[config.mk]
export PLATFORM = sky130hd
export DESIGN_NAME = display_controller
export DESIGN_NICKNAME = d
export VERILOG_FILES = /design/src/rtl/display_controller_pkg.sv /design/src/rtl/display_controller_bcd.sv /design/src/rtl/display_controller.sv
export SDC_FILE = /design/constraint.sdc
export NUM_CORES = 1
export LEC_CHECK = 0
export BUFFER_PORTS_ARGS = -buffer_cell sky130_fd_sc_hd__buf_4
export CAP_MARGIN = 5
export CORE_UTILIZATION = 55
export CTS_CLUSTER_DIAMETER = 30
export CTS_CLUSTER_SIZE = 20
export DETAILED_ROUTE_END_ITERATION = 10
export PLACE_DENSITY = 0.83
export SYNTH_ARGS = -nofsm -noshare
export SYNTH_HDL_FRONTEND = slang
export SYNTH_SLANG_ARGS = --single-unit
[constraint.sdc]
create_clock -name CLOCK_50 -period 3.9 [get_ports CLOCK_50]
set_input_delay 0.195 -clock CLOCK_50 [delete_from_list [all_inputs] [get_ports CLOCK_50]]
set_output_delay 0.195 -clock CLOCK_50 [all_outputs]
set_load 0.03 [all_outputs]
[src/rtl/display_controller_pkg.sv]
// Shared constants for the display controller: mode encodings,
// display codes and the LED thermometer helper.
package display_controller_pkg;

    localparam logic [1:0] ST_IDLE = 2'd0;
    localparam logic [1:0] ST_PLAY = 2'd1;
    localparam logic [1:0] ST_OVER = 2'd2;
    localparam logic [1:0] ST_QUIT = 2'd3;

    localparam logic [3:0] BLANK_NIBBLE = 4'hF;
    localparam logic [3:0] OVER_CODE    = 4'hE;
    localparam logic [3:0] QUIT_CODE    = 4'h0;

    localparam logic [9:0] LEDR_ALL  = 10'h3FF;
    localparam logic [9:0] LEDR_NONE = 10'h000;

    // Low min(lvl,10) bits set
    function automatic logic [9:0] therm(input logic [3:0] lvl);
        logic [9:0] t;
        t = '0;
        for (int i = 0; i < 10; i++) begin
            if (4'(i) < lvl) t[i] = 1'b1;
        end
        return t;
    endfunction

endpackage

[src/rtl/display_controller_bcd.sv]
// Iterative shift-add-3 binary to two-digit BCD converter.
// One load cycle, eight shift cycles; result valid while done is high.
module bcd_converter
    import display_controller_pkg::*;
(
    input  logic       clk,
    input  logic       reset,
    input  logic       start,
    input  logic [7:0] din,
    output logic       busy,
    output logic       done,
    output logic [3:0] tens,
    output logic [3:0] units
);

    logic [7:0] sh;
    logic [7:0] bcd;
    logic [3:0] cnt;
    logic [7:0] adj;
    logic [7:0] bcd_n;

    always_comb begin
        adj = bcd;
        if (bcd[3:0] >= 4'd5) adj[3:0] = bcd[3:0] + 4'd3;
        if (bcd[7:4] >= 4'd5) adj[7:4] = bcd[7:4] + 4'd3;
        bcd_n = {adj[6:0], sh[7]};
    end

    // The final shift result goes straight out so digits update
    // in the same cycle the converter goes idle.
    assign done  = busy && (cnt == 4'd8);
    assign tens  = bcd_n[7:4];
    assign units = bcd_n[3:0];

    always_ff @(posedge clk) begin
        if (reset) begin
            busy <= 1'b0;
            cnt  <= '0;
            sh   <= '0;
            bcd  <= '0;
        end else if (!busy) begin
            if (start) begin
                busy <= 1'b1;
                cnt  <= '0;
                sh   <= din;
            end
        end else if (cnt == 4'd0) begin
            bcd <= '0;
            cnt <= 4'd1;
        end else begin
            bcd <= bcd_n;
            sh  <= {sh[6:0], 1'b0};
            cnt <= cnt + 4'd1;
            if (cnt == 4'd8) busy <= 1'b0;
        end
    end

endmodule

[src/rtl/display_controller.sv]
// Game display controller: mode FSM, score-to-BCD latching,
// game-over LED blink and registered 7-seg/LED output muxing.
module display_controller
    import display_controller_pkg::*;
#(
    parameter int BLINK_CYCLES = 25_000_000,
    parameter int SCORE_MAX    = 99
) (
    input  logic       CLOCK_50,
    input  logic       reset,
    input  logic       userquit,
    input  logic       ingameOn,
    input  logic       gameOver,
    input  logic [7:0] dementiaScore,
    input  logic       score_valid,
    input  logic [3:0] level,
    output logic       score_ready,
    output logic [3:0] hex0hldr,
    output logic [3:0] hex4hldr,
    output logic [3:0] hex5hldr,
    output logic [9:0] ledrhldr
);

    localparam int CW = (BLINK_CYCLES > 1) ? $clog2(BLINK_CYCLES) : 1;
    localparam logic [CW-1:0] BLINK_LAST = CW'(BLINK_CYCLES - 1);
    localparam logic [7:0] SMAX = 8'(SCORE_MAX);

    logic [1:0]    state, state_n;
    logic [CW-1:0] bcnt, bcnt_n;
    logic          bon, bon_n;
    logic [3:0]    dig_t, dig_u, dig_t_n, dig_u_n;
    logic [3:0]    hex0_n, hex4_n, hex5_n;
    logic [9:0]    ledr_n;

    logic       cv_busy, cv_done, cv_start;
    logic [3:0] cv_tens, cv_units;
    logic [7:0] clamped;

    assign score_ready = ~cv_busy;
    assign cv_start    = score_valid && !cv_busy;
    assign clamped     = (dementiaScore > SMAX) ? SMAX : dementiaScore;

    bcd_converter u_bcd (
        .clk   (CLOCK_50),
        .reset (reset),
        .start (cv_start),
        .din   (clamped),
        .busy  (cv_busy),
        .done  (cv_done),
        .tens  (cv_tens),
        .units (cv_units)
    );

    always_comb begin
        state_n = state;
        if (userquit || state == ST_QUIT) begin
            state_n = ST_QUIT;
        end else begin
            case (state)
                ST_IDLE: begin
                    if (gameOver)      state_n = ST_OVER;
                    else if (ingameOn) state_n = ST_PLAY;
                end
                ST_PLAY: begin
                    if (gameOver)       state_n = ST_OVER;
                    else if (!ingameOn) state_n = ST_IDLE;
                end
                ST_OVER: begin
                    if (!gameOver && !ingameOn) state_n = ST_IDLE;
                end
                default: state_n = ST_IDLE;
            endcase
        end
    end

    // Blink restarts lit on every OVER entry
    always_comb begin
        bcnt_n = '0;
        bon_n  = 1'b0;
        if (state_n == ST_OVER) begin
            if (state != ST_OVER) begin
                bon_n = 1'b1;
            end else if (bcnt == BLINK_LAST) begin
                bon_n = ~bon;
            end else begin
                bcnt_n = bcnt + 1'b1;
                bon_n  = bon;
            end
        end
    end

    always_comb begin
        dig_t_n = cv_done ? cv_tens  : dig_t;
        dig_u_n = cv_done ? cv_units : dig_u;
        hex0_n  = BLANK_NIBBLE;
        hex4_n  = dig_u_n;
        hex5_n  = (dig_t_n == 4'd0) ? BLANK_NIBBLE : dig_t_n;
        ledr_n  = LEDR_NONE;
        case (state_n)
            ST_IDLE: begin
                hex4_n = BLANK_NIBBLE;
                hex5_n = BLANK_NIBBLE;
            end
            ST_PLAY: begin
                hex0_n = level;
                ledr_n = therm(level);
            end
            ST_OVER: begin
                hex0_n = OVER_CODE;
                ledr_n = bon_n ? LEDR_ALL : LEDR_NONE;
            end
            default: hex0_n = QUIT_CODE;
        endcase
    end

    always_ff @(posedge CLOCK_50) begin
        if (reset) begin
            state    <= ST_IDLE;
            bcnt     <= '0;
            bon      <= 1'b0;
            dig_t    <= '0;
            dig_u    <= '0;
            hex0hldr <= BLANK_NIBBLE;
            hex4hldr <= BLANK_NIBBLE;
            hex5hldr <= BLANK_NIBBLE;
            ledrhldr <= LEDR_NONE;
        end else begin
            state    <= state_n;
            bcnt     <= bcnt_n;
            bon      <= bon_n;
            dig_t    <= dig_t_n;
            dig_u    <= dig_u_n;
            hex0hldr <= hex0_n;
            hex4hldr <= hex4_n;
            hex5hldr <= hex5_n;
            ledrhldr <= ledr_n;
        end
    end

endmodule

* Word-level counts from Yosys, hierarchy flattened
Cells that the tools add are included.
** Word-level totals
- Logic and storage cells :: 97
- Output and inout port bits :: 23
- Bits in registers :: 79
** Cells by class
- Bitwise operators :: 3
- Add/subtract/negate cells :: 4
- Reduce and logical (&&, ||, !) cells :: 16
- Equal/unequal tests :: 9
- Multiplexer cells :: 39
- Magnitude comparators :: 13
** Operator list (number)
- 2-to-1 mux 8 bit :: 5
- adder 25 x 1 -> 25 bit (second input constant) :: 1
- == test 25 bit (second input constant) :: 1
- 2-to-1 mux 4 bit :: 6
- one-hot mux 10 bit (2 select lines) :: 1
- 2-to-1 mux 1 bit :: 17
- < comparator 3 x 4 -> 1 bit (first input constant) :: 4
- 2-to-1 mux 2 bit :: 6
- one-hot mux 4 bit (3 select lines) :: 1
- 2-to-1 mux 10 bit :: 1
- greater-or-equal comparator 4 x 3 -> 1 bit (second input constant) :: 2
- > comparator 8 x 7 -> 1 bit (second input constant) :: 1
- logical NOT 4 bit :: 2
- < comparator 1 x 4 -> 1 bit (first input constant) :: 2
- < comparator 2 x 4 -> 1 bit (first input constant) :: 2
- < comparator 4 bit (first input constant) :: 2
- == test 2 bit (second input constant) :: 3
- one-hot mux 2 bit (3 select lines) :: 1
- adder 4 x 1 -> 4 bit (second input constant) :: 1
- adder 4 x 2 -> 4 bit (second input constant) :: 1
- == test 2 x 1 -> 1 bit (second input constant) :: 2
- == test 4 bit (second input constant) :: 1
- logical NOT 2 bit :: 2
- inequality test 2 bit (second input constant) :: 2
- other kinds (11) :: 17

* Longest topological paths before layout
- Depth in word-level cells :: 9
- Gate-level depth with buffers :: 10

* Cells and area by module
Synthesis repeated with hierarchy kept, for this count alone.
** Second synthesis, totals
- Cells, all modules :: 389
- Area, all modules :: 3601.0 um2
** Modules (own cells, without submodules)
- display_controller :: sequential area each 1161.1 um2, times used 1, area an instance 2441.1 um2, cells an instance 265
- bcd_converter :: sequential area each 420.4 um2, times used 1, area an instance 1159.9 um2, cells an instance 124

* Worst setup path after synthesis
No wires, ideal clock.
- Path kind :: register -> register
- Start point :: register state[1]
- End point :: register ledrhldr[2]
- Data required time :: 3.784 ns
- Data arrival time :: 1.953 ns
- Library setup time :: 0.116 ns
- Path slack :: 1.831 ns
- Cell stages (with the launch flop) :: 11
- Path buffers :: 1
- Period minus slack after synthesis :: 2.069 ns
- Path through :: dfxtp_1 nor3b_1 a211oi_1 inv_1 ha_1 clkbuf_1 o21a_1 nor3_1 o21ai_0 nor3b_2 a41o_1
** Between the ends
- Elaborated cells between the ends (all ways) :: 19
** RTL lines
- start, declared :: RTL line display_controller.sv:28 : logic [1:0] state, state_n;
- start signal, assigned :: RTL line display_controller.sv:128 : state <= state_n;
- == test 2 bit (tied with other cells) :: RTL line display_controller.sv:59 : case (state)
- one-hot mux 2 bit (3 select lines) or logical OR 1 bit (tied branches) :: RTL line display_controller.sv:59, display_controller.sv:56
- 2-to-1 mux 2 bit (*) :: RTL line display_controller.sv:56 : if (userquit || state == ST_QUIT) begin
- via state_n[0] :: RTL line display_controller.sv:28
- == test 2 bit :: RTL line display_controller.sv:80, display_controller.sv:99
- 2-to-1 mux 1 bit :: RTL line display_controller.sv:80 : if (state_n == ST_OVER) begin
- 2-to-1 mux 10 bit :: RTL line display_controller.sv:110 : ledr_n = bon_n ? LEDR_ALL : LEDR_NONE;
- one-hot mux 10 bit (2 select lines) (*) :: RTL line display_controller.sv:99 : case (state_n)
- end signal, assigned :: RTL line display_controller.sv:136 : ledrhldr <= ledr_n;
- end, declared :: RTL line display_controller.sv:21 : output logic [9:0] ledrhldr
The timed path passes the listed nets; every way through them passes the cells marked *.
A chain may end at the register's enable or synchronous reset.

* Worst setup path after layout
- Start point :: register state[1]
- End point :: register bcnt[6]
** Between the ends
- Word-level cells in the longest chain between the ends :: 7
- Elaborated cells between the ends (all ways) :: 16
** RTL lines
- 2-to-1 mux 2 bit (on tied branches) :: RTL line display_controller.sv:66, display_controller.sv:62
- 2-to-1 mux 2 bit (on tied branches) :: RTL line display_controller.sv:65, display_controller.sv:61
- one-hot mux 2 bit (3 select lines) :: RTL line display_controller.sv:59
- 2-to-1 mux 2 bit :: RTL line display_controller.sv:56
- == test 2 bit :: RTL line display_controller.sv:80
- inverter 1 bit (no line)
- OR reduction 4 bit (no line) (*)
- end signal, assigned :: RTL line display_controller.sv:129 : bcnt <= bcnt_n;
- end, declared :: RTL line display_controller.sv:29 : logic [CW-1:0] bcnt, bcnt_n;
Every way passes the cells marked *; elsewhere a longest branch is shown, timed or not.

==> impl_metrics.yaml <==
hold_path:
  hold_path.class: "input pin to register"
  holdPathEnd: "u_bcd.sh[4]"
  hp-start: "dementiaScore[4]"
  hold_path_depth: 3
setup_path:
  path_class: "register to register"
  r2r-start: "state[1]"
  cp_top_family: "simple AND/OR/NAND/NOR gates"
  cp-start-kind: "register"
  rrSetupSlack_ps: 1330
  required_ps: 4160
  crit_chain: "nor3b_1 > a211oi_1 > ha_1 > nand2b_1 > or3_2 > nor2_1"
  cpPeakStageDelay_ps: 850
  cp_num_buf_inv: 0
  reg2reg_depth: 6
  cp_data_arrival_time_ps: 2830
  rr_endpoint: "bcnt[6]"
  crit_fanout: 25
  crit_slowest_cell: "or3_2"
  crit_path_end_kind: "register"
global_route:
  antenna_found_initial: 0
  grt_pass1_wl_um: 12600
  grt_use_total_pct: 21.9
  grt_max_degree: 40
  grt_pass1_vias: 2863
  grt-ovfl-total: 0
placed_design:
  place_congestion: 0.799
  dp_hpwl_um: 4940
  preCtsSetupSlack_ps: 1340
  numPortBuffers: 40
timing:
  grt_setup_unrepaired: "false"
  fin_ws_ps: 1330
  final.period_utilization_pct: 65.9
  finalSetupViolCount: 0
  fin_crit_ps: 2570
  hold_viol_final: 0
  slew_headroom_pct: 31.5
  worstMarginPinSlew_ps: 1030
  slew_viol_final: 0
  fmax_ghz: 0.389
  clock_skew_ps: 11.1
  fin_setup_tns_ps: 0
clocking:
  numCtsBuffers: 9
  cts.repair.resized: 0
  cts_tree: "yes"
  cts_hold_buf: 0
  ctsRootBufferMaster: "clkbuf_8"
  clkSlewWorstSetupHoldPaths_ps: 80
  cts_buffer_depth: 2
  clk_latency_ps: 350
  clkSinkCount: 79
  cts_setup_buffers: 0
  htreeDepth: 3
floorplan:
  die-area_um2: 7130
  die_h_um: 84.4
  io_pins: 41
  die_x_um: 84.4
  core-area_um2: 6460
  initial_utilization_pct: 57.8
  rows: 29
detailed_routing:
  drt_pre_antenna_iters: 7
  wirelength_um: 7030
  via_per_inst: 5.58
  drc: 2
  num_vias: 2901
  ant_nets: 0
  wl_per_cell_um: 13.5
  drt_iter0_markers: 85
yosys:
  ys_types: 61
  syn-instance-count: 400
  avgSynthCellArea_um2: 9.34
  ys_ff_latch: 79
  syn-cell-area_um2: 3740
  yosysSeqAreaShare_pct: 42.3
  synth_edf_count: 0
  synth_warnings: 0
  synthArstFlopShare_pct: 0
  synth_fp_nets: 429
  synthFlopType: "dfxtp_1"
finish:
  antenna_cells: 0
  drive_gt1_share_pct: 20.8
  layout_common_cells: "dfxtp_1 (79), nor2_1 (43), buf_4 (40)"
  area_growth_pct: 14.2
  nets: 467
  final_common_cell: "dfxtp_1"
power_and_ir_drop:
  leakage_nw: 1.61
  cellPowerDensity_nw_per_um2: 389
  p_total_mw: 1.66
  ir_drop_mv: 0.233
status:
  failed_checks: "design-rule violations"
  status: "finished with violations"
flow_run:
  max-cap-violations: 0
## per-stage QoR
step	instance area (um^2)	cells	hold slack, ps	util [%]
6_report	4270	520	118	66.1
5_1_grt	4270	520	110	66.1
4_1_cts	4270	520	104	66.1
3_5_place_dp	4040	504	454	62.6
3_3_place_gp	4040	504	443	62.6
2_1_floorplan	3740	400	336	-
## logic make-up (layout without fill, tap and decap cells)
| family | count (synthesis) | after routing | synth area share [%] |
|---|---|---|---|
| compound gates | 72 | 72 | 12.9 |
| flops | 79 | 79 | 42.3 |
| buf+inv | 26 | 69 | 3.72 |
| xor+xnor | 27 | 27 | 6.33 |
| simple gates | 177 | 177 | 28.9 |
| mux | 8 | 8 | 2.14 |
| fa+ha+maj | 11 | 11 | 3.68 |
## state kept, by name, indices dropped and copies added, names as in the netlist
register / cells
bcnt: 25
u_bcd.cnt: 4
dig_u: 4
ledrhldr: 10
u_bcd.busy: 1
hex5hldr: 4
u_bcd.bcd: 8
state: 2
hex4hldr: 4
hex0hldr: 4
u_bcd.sh: 8
dig_t: 4
bon: 1
## worst max-delay path by stage
| stage | start | end | slack [ps] | cells after the start |
|---|---|---|---|---|
| floorplan | state[1] | ledrhldr[2] | 1830 | 10 |
| global placement | ingameOn | bcnt[12] | 1480 | 7 |
| detailed placement | ingameOn | bcnt[6] | 1340 | 7 |
| CTS | state[1] | bcnt[6] | 1310 | 6 |
| global route | state[1] | bcnt[6] | 1140 | 6 |
| finish | state[1] | bcnt[6] | 1330 | 6 |
## per-layer routing
metal,part of all wire (%),vias up,global-route usage (%)
li1,-,1480,-
met3,3.7,9,5.51
met5,0,-,0
met1,44,1353,25.8
met4,1.0,0,8.01
met2,51,59,38.9
## synthesized netlist by cell type, drive strengths merged, types with 2 or more instances
| library cell | number | area [um^2] |
|---|---|---|
| a211oi | 7 | 52.6 |
| a21oi | 20 | 100 |
| a22oi | 4 | 30.0 |
| a31oi | 2 | 12.5 |
| and2 | 3 | 18.8 |
| and3 | 5 | 31.3 |
| and4 | 2 | 20.0 |
| buf | 7 | 67.6 |
| clkbuf | 6 | 22.5 |
| dfxtp | 79 | 1580 |
| ha | 11 | 138 |
| inv | 13 | 48.8 |
| mux2i | 8 | 80.1 |
| nand2 | 30 | 113 |
| nand2b | 8 | 50.1 |
| nand3 | 19 | 95.1 |
| nand3b | 2 | 15.0 |
| nand4 | 10 | 75.1 |
| nor2 | 64 | 383 |
| nor2b | 5 | 31.3 |
| nor3 | 12 | 65.1 |
| nor3b | 7 | 57.6 |
| nor4 | 2 | 33.8 |
| o211ai | 2 | 15.0 |
| o21a | 3 | 22.5 |
| o21ai | 15 | 78.8 |
| o21bai | 4 | 30.0 |
| o311ai | 2 | 17.5 |
| o31ai | 2 | 15.0 |
| or3b | 4 | 37.5 |
| xnor2 | 9 | 78.8 |
| xor2 | 18 | 158 |
## worst min-delay path, delay by kind of cell
kind	cells	cell delay, ps
buffers and inverters	1	110
AO/OA/AOI/OAI	1	60
AND/OR/NAND/NOR	1	50
## report_power, final
part / switching (mW) / leakage (nW) / internal [mW]
logic: 0.0941 / 0.860 / 0.0585
registers: 0.0157 / 0.643 / 0.830
clock network: 0.282 / 0.110 / 0.378
## area by class of cell
type	count	area [um^2]
Clock buffer	11	141
Clock inverter	5	81.3
Tap cell	77	96.3
Timing Repair Buffer	40	300
Fill cell	530	2190
Sequential cell	79	1580
Inverter	13	48.8
Multi-Input combinational cell	295	2020
Power figures use the tool's default switching activity.
